--- src/rtl/echo_meter.sv ---
// ---------------------------------------------------------------------------
// echo_meter
//
// Times the ultrasonic sensor's echo pulse after the trigger controller has
// fired. The width is counted on the 1 MHz clock and converted to whole
// centimetres by counting CM_DIV-cycle chunks. A result is held on the outputs
// and announced with a one-cycle valid strobe.
//
// Ports:
//   clk       in   1 MHz clock
//   clr       in   asynchronous active-low reset
//   start     in   one-cycle pulse when the trigger pulse ends
//   echo      in   raw asynchronous echo line from the sensor
//   busy      out  high while a measurement is in progress
//   valid     out  one-cycle strobe, a new result is on the outputs
//   dist_cm   out  last measured distance in cm (held)
//   timeout   out  last result saw no echo rise within ARM_TIMEOUT cycles
//   range_err out  last result saturated at MAX_CM
//   dist_bcd  out  (ECHO_BCD_EN only) three BCD digits of dist_cm
//
// Build option: define ECHO_BCD_EN to add the dist_bcd output. The result is
// then converted by a 9-cycle sequential double-dabble before valid fires.
// ---------------------------------------------------------------------------
module echo_meter #(
    parameter int CM_DIV      = 58,
    parameter int MAX_CM      = 400,
    parameter int ARM_TIMEOUT = 30000
) (
    input  logic        clk,
    input  logic        clr,
    input  logic        start,
    input  logic        echo,
    output logic        busy,
    output logic        valid,
    output logic [8:0]  dist_cm,
    output logic        timeout,
    output logic        range_err
`ifdef ECHO_BCD_EN
    ,
    output logic [11:0] dist_bcd
`endif
);

    localparam logic [5:0]  SUB_LAST  = 6'(CM_DIV - 1);
    localparam logic [8:0]  CM_LIMIT  = 9'(MAX_CM);
    localparam logic [15:0] WAIT_LAST = 16'(ARM_TIMEOUT - 1);

`ifdef ECHO_BCD_EN
    typedef enum logic [2:0] {IDLE, WAIT_RISE, MEASURE, CONVERT, DONE} state_t;
`else
    typedef enum logic [1:0] {IDLE, WAIT_RISE, MEASURE, DONE} state_t;
`endif

    state_t      state;
    logic [15:0] wait_cnt;
    logic [5:0]  sub;
    logic [8:0]  cm;
    logic [8:0]  cm_inc;

    logic        echo_s1;
    logic        echo_s2;
    logic        echo_s3;
    logic        rise;
    logic        fall;

    // A measurement finishes this cycle; the values to be reported.
    logic        fin;
    logic [8:0]  fin_dist;
    logic        fin_to;
    logic        fin_re;

`ifdef ECHO_BCD_EN
    logic [8:0]  conv_bin;
    logic [11:0] conv_bcd;
    logic [3:0]  conv_cnt;
    logic [8:0]  hold_cm;
    logic        hold_to;
    logic        hold_re;
    logic [11:0] bcd_adj;
    logic [11:0] bcd_next;
`endif

    // Two-flop synchronizer plus a third flop used only for edge detection.
    always_ff @(posedge clk or negedge clr) begin
        if (!clr) begin
            echo_s1 <= 1'b0;
            echo_s2 <= 1'b0;
            echo_s3 <= 1'b0;
        end else begin
            echo_s1 <= echo;
            echo_s2 <= echo_s1;
            echo_s3 <= echo_s2;
        end
    end

    assign rise   = echo_s2 & ~echo_s3;
    assign fall   = ~echo_s2 & echo_s3;
    assign cm_inc = cm + 9'd1;

    // Decide whether the current cycle ends the measurement and with which
    // result. A fall wins over a same-cycle centimetre wrap, so the reported
    // distance is the value before that wrap.
    always_comb begin
        fin      = 1'b0;
        fin_dist = 9'd0;
        fin_to   = 1'b0;
        fin_re   = 1'b0;
        case (state)
            WAIT_RISE: begin
                if (!rise && (wait_cnt == WAIT_LAST)) begin
                    fin    = 1'b1;
                    fin_to = 1'b1;
                end
            end
            MEASURE: begin
                if (fall) begin
                    fin      = 1'b1;
                    fin_dist = cm;
                end else if ((sub == SUB_LAST) && (cm_inc == CM_LIMIT)) begin
                    fin      = 1'b1;
                    fin_dist = CM_LIMIT;
                    fin_re   = 1'b1;
                end
            end
            default: begin
            end
        endcase
    end

`ifdef ECHO_BCD_EN
    // One double-dabble step: add 3 to any digit of 5 or more, then shift the
    // next binary bit (MSB first) into the BCD register.
    always_comb begin
        bcd_adj = conv_bcd;
        for (int i = 0; i < 3; i++) begin
            if (bcd_adj[4*i +: 4] >= 4'd5) begin
                bcd_adj[4*i +: 4] = bcd_adj[4*i +: 4] + 4'd3;
            end
        end
    end

    assign bcd_next = {bcd_adj[10:0], conv_bin[8]};
`endif

    // Main controller. All result fields change only on entry to DONE, so the
    // display logic always sees a consistent set alongside valid.
    always_ff @(posedge clk or negedge clr) begin
        if (!clr) begin
            state     <= IDLE;
            wait_cnt  <= 16'd0;
            sub       <= 6'd0;
            cm        <= 9'd0;
            busy      <= 1'b0;
            valid     <= 1'b0;
            dist_cm   <= 9'd0;
            timeout   <= 1'b0;
            range_err <= 1'b0;
`ifdef ECHO_BCD_EN
            conv_bin  <= 9'd0;
            conv_bcd  <= 12'd0;
            conv_cnt  <= 4'd0;
            hold_cm   <= 9'd0;
            hold_to   <= 1'b0;
            hold_re   <= 1'b0;
            dist_bcd  <= 12'h000;
`endif
        end else begin
            valid <= 1'b0;
            if (fin) begin
`ifdef ECHO_BCD_EN
                state    <= CONVERT;
                hold_cm  <= fin_dist;
                hold_to  <= fin_to;
                hold_re  <= fin_re;
                conv_bin <= fin_dist;
                conv_bcd <= 12'd0;
                conv_cnt <= 4'd0;
`else
                state     <= DONE;
                valid     <= 1'b1;
                busy      <= 1'b0;
                dist_cm   <= fin_dist;
                timeout   <= fin_to;
                range_err <= fin_re;
`endif
            end else begin
                case (state)
                    IDLE: begin
                        if (start) begin
                            state    <= WAIT_RISE;
                            wait_cnt <= 16'd0;
                            busy     <= 1'b1;
                        end
                    end
                    WAIT_RISE: begin
                        // The rise cycle itself is the first counted cycle.
                        if (rise) begin
                            state <= MEASURE;
                            sub   <= 6'd1;
                            cm    <= 9'd0;
                        end else begin
                            wait_cnt <= wait_cnt + 16'd1;
                        end
                    end
                    MEASURE: begin
                        if (sub == SUB_LAST) begin
                            sub <= 6'd0;
                            cm  <= cm_inc;
                        end else begin
                            sub <= sub + 6'd1;
                        end
                    end
`ifdef ECHO_BCD_EN
                    CONVERT: begin
                        conv_bcd <= bcd_next;
                        conv_bin <= {conv_bin[7:0], 1'b0};
                        conv_cnt <= conv_cnt + 4'd1;
                        if (conv_cnt == 4'd8) begin
                            state     <= DONE;
                            valid     <= 1'b1;
                            busy      <= 1'b0;
                            dist_cm   <= hold_cm;
                            dist_bcd  <= bcd_next;
                            timeout   <= hold_to;
                            range_err <= hold_re;
                        end
                    end
`endif
                    DONE: begin
                        state <= IDLE;
                    end
                    default: begin
                        state <= IDLE;
                    end
                endcase
            end
        end
    end

endmodule
--- config.mk ---
export PLATFORM = sky130hd
export DESIGN_NAME = echo_meter
export DESIGN_NICKNAME = d
export VERILOG_FILES = /design/src/rtl/echo_meter.sv
export SDC_FILE = /design/constraint.sdc
export NUM_CORES = 1
export LEC_CHECK = 0
export CORE_ASPECT_RATIO = 0.8
export CORE_MARGIN = 5
export CORE_UTILIZATION = 41
export DETAILED_ROUTE_END_ITERATION = 7
export PLACE_DENSITY = 0.54
export SLEW_MARGIN = 20
export SYNTH_ARGS = -nofsm -noshare
export SYNTH_HDL_FRONTEND = slang
export SYNTH_SLANG_ARGS = --single-unit
--- constraint.sdc ---
create_clock -name clk -period 3.22 [get_ports clk]
set_input_delay 0.805 -clock clk [delete_from_list [all_inputs] [get_ports clk]]
set_output_delay 0.805 -clock clk [all_outputs]
set_load 0.05 [all_outputs]
**Word level (Yosys, flattened, before mapping)**

Cells that the tools add are included.

- Equality and inequality tests: 12
- Reduce and logical (&&, ||, !) cells: 14
- Divide/modulo/power cells: 0
- Multiply operators: 0
- Mux-type cells: 27
- Order comparisons: 0
- Bitwise logic cells: 5
- Add/subtract/negate cells: 3
- Shift-type cells: 0

Operators with widths:

| operator | count |
|---|---|
| 9-bit two-way mux | 5 |
| 16-bit two-way mux | 2 |
| 16-bit case mux with 2 select lines | 1 |
| 9-bit case mux with 2 select lines | 1 |
| 16-bit by 1-bit adder with 16-bit output (second input constant) | 1 |
| 16-bit by 15-bit == test with 1-bit output (second input constant) | 1 |
| 6-bit two-way mux | 2 |
| 6-bit case mux with 2 select lines | 1 |
| 1-bit two-way mux | 10 |
| 9-bit by 1-bit adder with 9-bit output (second input constant) | 1 |
| 9-bit == test (second input constant) | 1 |
| 2-bit inequality test (second input constant) | 4 |
| 4-bit AND reduction | 2 |
| 2-bit nonzero test | 4 |
| 6-bit by 1-bit adder with 6-bit output (second input constant) | 1 |
| 6-bit == test (second input constant) | 1 |
| 2-bit two-way mux | 3 |
| 3-bit inequality test (second input constant) | 2 |
| 2-bit case mux with 3 select lines | 1 |
| 3-bit AND reduction | 2 |
| 2-bit == test (second input constant) | 2 |
| 4-bit nonzero test | 1 |
| 1-bit NOT | 3 |
| 1-bit AND | 2 |
| other kinds (6) | 7 |

- Memories: 0
- Bits in registers: 49
- Bits in latches: 0
- Word-level logic and storage cells: 73
- ROM bits: 0
- Memory bits (writable): 0

**Depth between registers and ports, before layout**

- Word-level depth: 8
- Depth in mapped cells: 9
- Depth with buffers taken out: 9

**Worst setup path before layout**

No wires, ideal clock.

- Kind: reg-to-reg
- Start point: reg state[1]
- End point: reg wait_cnt[8]
- Buffers on the path: 1
- Library setup time: 0.127 ns
- Data required time: 3.093 ns
- Clock period less this slack: 2.321 ns
- Setup slack: 0.899 ns
- Arrival: 2.193 ns
- Stages on the path, launching flop included: 9
- Path through: dfrtp_1 inv_1 ha_1 nand4b_1 or4_1 o41a_1 o211ai_4 buf_6 o22ai_1

- Longest elaborated chain between the ends: 4

RTL lines:

| element | RTL line | text |
|---|---|---|
| from (decl) | 54 | `state_t state;` |
| from (signal assigned) | 149 | `state <= IDLE;` |
| from (signal assigned) | 179 | `state <= DONE;` |
| from (signal assigned) | 190 | `state <= WAIT_RISE;` |
| 2-bit == test / 2-bit by 1-bit == test with 1-bit output (equally long branches) | 108, 187 |  |
| 1-bit case mux with 2 select lines | 108 | `case (state)` |
| 1-bit NOT (no line) | - |  |
| 4-bit AND reduction (no line) | - |  |
| to (signal assigned) | 202 | `wait_cnt <= wait_cnt + 16'd1;` |
| to (decl) | 55 | `logic [15:0] wait_cnt;` |

Several ways; a longest one is shown, not always the timed one.
A chain may end at the register's enable or synchronous reset.

**Final worst setup path**

- Start point: reg cm[1]
- End point: reg wait_cnt[11]

- Longest elaborated chain between the ends: 8

RTL lines:

| element | RTL line | text |
|---|---|---|
| from (decl) | 57 | `logic [8:0] cm;` |
| from (signal assigned) | 208 | `cm <= cm_inc;` |
| 9-bit by 1-bit adder with 9-bit output | 98 | `assign cm_inc = cm + 9'd1;` |
| 9-bit == test | 119 | `end else if ((sub == SUB_LAST) && (cm_inc == CM_LIMIT)) begin` |
| 1-bit logical AND | 119 |  |
| 1-bit two-way mux | 119 |  |
| 1-bit two-way mux | 116 | `if (fall) begin` |
| 1-bit case mux with 2 select lines | 108 |  |
| 1-bit NOT (no line) | - |  |
| 4-bit AND reduction (no line) | - |  |

Every way passes these cells.

==> results.txt <==
Status = completed
Final Skew = 0.00942 ns
WL/cell = 17.4 um
Clock group share of total power = 0.185
CP startpoint kind = flop
CTS sink cnt = 49
Ys Warns = 0
Clk root buf = clkbuf_8
P_sw = 0.864 mW
Worst Path Required = 3.39 ns
Power Density = 580 mW/mm^2
Width of the chip = 107 um
Max-slew headroom = 0.550
Final setup TNS = 0 ns
ANT cells = 0
IO Pins = 17
Initial antenna violation count = 0
Die area = 0.00937 mm^2
DR vias = 2535
Vias in the first global route = 2349
Total track usage = 0.171
WP buf/inv = 0
Post-Place Setup Slack = 0.509 ns
First-pass GRT wire length = 12700 um
Total of max-cap violations = 0
Worst Tran Pin Value = 0.671 ns
PostCTS Resize Cnt = 0
DRT Wirelength = 7540 um
Setup WS post-layout = 0.535 ns
Area Overhead vs Synth = 10.1%
Slowest CP cell = dfrtp_1
Critical path class = reg -> reg
Total area of sequential cells = 0.00123 mm^2
Detailed Routing Iterations Pass 1 = 4
H-tree levels = 2
FMAX = 372 MHz
Nets@finish = 355
Internal power = 1.11 mW
Critical path, cell by cell = ha_1, nand3_1, xnor2_1, nand3_1, o31a_2, o211ai_4, o22ai_1
Critical path's top delay family = compound AO/OA/AOI/OAI gates
Largest net degree at the start of global routing = 33
Register area share after synthesis = 0.397
Ys flop type = dfrtp_1
Count of cell types in the netlist = 73
Port bufs = 16
Clk slew on worst S/H paths = 0.09 ns
Switching share of total power = 0.438
CTS hold repair buffers = 0
Worst ir drop on vdd = 346 uV
GRT Residual Overflow = 0
Final RePlAce weighted congestion = 0.867
Gate power share = 0.455
Lkg Pwr = 1.39 nW
Crit-path most repeated cell = nand3_1
Total power = 1.97 mW
Fillers = 708
CP max stage delay = 0.51 ns
Hold Path Class = reg -> reg
FFs w/ async S/R, synth = 1.00
Element type at the critical path end = flop
Setup bufs post-CTS = 0
Crit path max fanout = 13
Clk_lat worst skew = 0.30 ns
FF+latch count, synth = 49
Flop pwr share = 0.360
Post-route minimum period = 2.69 ns
Chip height = 87.6 um
Core Rows = 28
CP arrival = 2.85 ns
DR iter-0 viols = 226
Dpl hpwl = 5480 um
Number of nets with antenna violations after routing = 0
Syn nets = 338
Drt drc = 0
Syn Inst Count = 325
Avg Cell Area, Syn = 9.49 um^2
Fin. max-slew vios = 0
Starting Density = 0.419
Final Setup Violations = 0
Num CTS Buffers = 5
Final period util = 0.834
Max clock buf depth = 2
Via/cell ratio = 5.85
Final hold vios = 0
CTS tree = built
Total core area = 0.00736 mm^2
Share of cells above drive strength 1 = 0.140
Area occupied by multi-input gates = 0.00164 mm^2
Synthesized area = 0.00309 mm^2
RSZ-0062 raised after global routing = false
Number of synthesized flops with an enable pin = 0
path summary, 6_finish.rpt:
| check | start | end | slack (ns) | depth (start not counted) |
|---|---|---|---|---|
| min | echo_s1 | echo_s2 | 0.36 | 0 |
| max | cm[1] | wait_cnt[11] | 0.53 | 7 |
| min reg2reg | echo_s1 | echo_s2 | 0.36 | 0 |
| min in group asynchronous | clr | wait_cnt[0] | 0.43 | 1 |
| max in group asynchronous | clr | echo_s3 | 2.02 | 2 |
| max reg2reg | cm[1] | wait_cnt[11] | 0.53 | 7 |
power by group through the flow:
stage / logic, mW / clock network [mW] / registers [mW]
after floorplan: 0.618 / 0 / 0.756
after global placement: 0.896 / 0 / 0.722
after detailed placement: 0.891 / 0 / 0.722
after CTS: 0.895 / 0.381 / 0.711
after global routing: 0.997 / 0.409 / 0.719
final: 0.896 / 0.365 / 0.710
worst register-to-register path, cell delays in order (launching register included):
cell and delay [ns]:
dfrtp_1 0.51, ha_1 0.34, nand3_1 0.19, xnor2_1 0.18, nand3_1 0.28, o31a_2 0.47, o211ai_4 0.41, o22ai_1 0.16
cell families after synthesis:
family / synth area share
DFF: 0.397
and+or+nand+nor: 0.205
AOI/OAI and AO/OA: 0.235
muxes: 0.0426
adders and majority gates: 0.0397
xor gates and xnor gates: 0.00852
buffers and inverters: 0.0718
cell usage in the layout (no fill, tap or decap), drive strengths merged, types with 7 or more instances in the layout:
cell type | Yosys | routed
o21ai | 16 | 16
nor3 | 9 | 9
o211ai | 10 | 10
nand2 | 27 | 27
a21oi | 24 | 24
clkdlybuf4s50 | 0 | 15
mux2 | 7 | 7
ha | 9 | 9
buf | 7 | 9
dfrtp | 49 | 49
and3 | 12 | 12
o22ai | 10 | 10
nor2 | 16 | 16
inv | 29 | 29
nand3 | 17 | 17
Yosys cell counts (all sizes together), types with 2 or more instances:
master	count	area (um^2)
or3	5	31.3
o41ai	4	53.8
mux2	7	101
o32ai	4	35.0
nor2	16	70.1
nand4b	2	17.5
and2	4	25.0
nand2	27	104
nand3	17	90.1
nand4	6	43.8
nor4	5	46.3
or4	6	52.6
a211oi	2	15.0
ha	9	113
o22a	3	35.0
clkbuf	6	36.3
xor2	2	17.5
nor3	9	45.0
a21oi	24	128
o211ai	10	93.8
o31ai	5	51.3
o21ai	16	83.8
dfrtp	49	1230
mux2i	3	30.0
buf	7	58.8
and3	12	78.8
a31oi	3	18.8
o22ai	10	62.6
o2bb2ai	2	17.5
inv	29	114
flip-flops by register name, indices dropped and copies added (netlist names), 2 cells and up:
register,cells
cm,9
dist_cm,9
state,2
sub,6
wait_cnt,16
layout make-up:
class,instances,area share
multi-input cells,232,0.482
flip-flops and latches,49,0.361
repair buffers,24,0.0634
inverters,30,0.0346
well taps,90,0.0331
clock buffers,6,0.0214
clock inverters,2,0.00442
layer usage:
layer	share of wire	vias to the layer above	global-route usage
met5	0	-	0
met4	0.0065	0	0.0314
met3	0.057	4	0.0346
met2	0.39	66	0.228
met1	0.55	1214	0.280
li1	-	1251	-
per-stage QoR:
stage	utilization	cell area, um^2	hold WS [ns]	std cells
after detailed placement	0.450	3310	0.340	425
after global routing	0.462	3400	0.365	433
after CTS	0.462	3400	0.361	433
after global placement	0.450	3310	0.336	425
final	0.462	3400	0.358	433
after floorplan	-	3090	0.331	325
No activity file was read; power rests on OpenSTA's default activity.
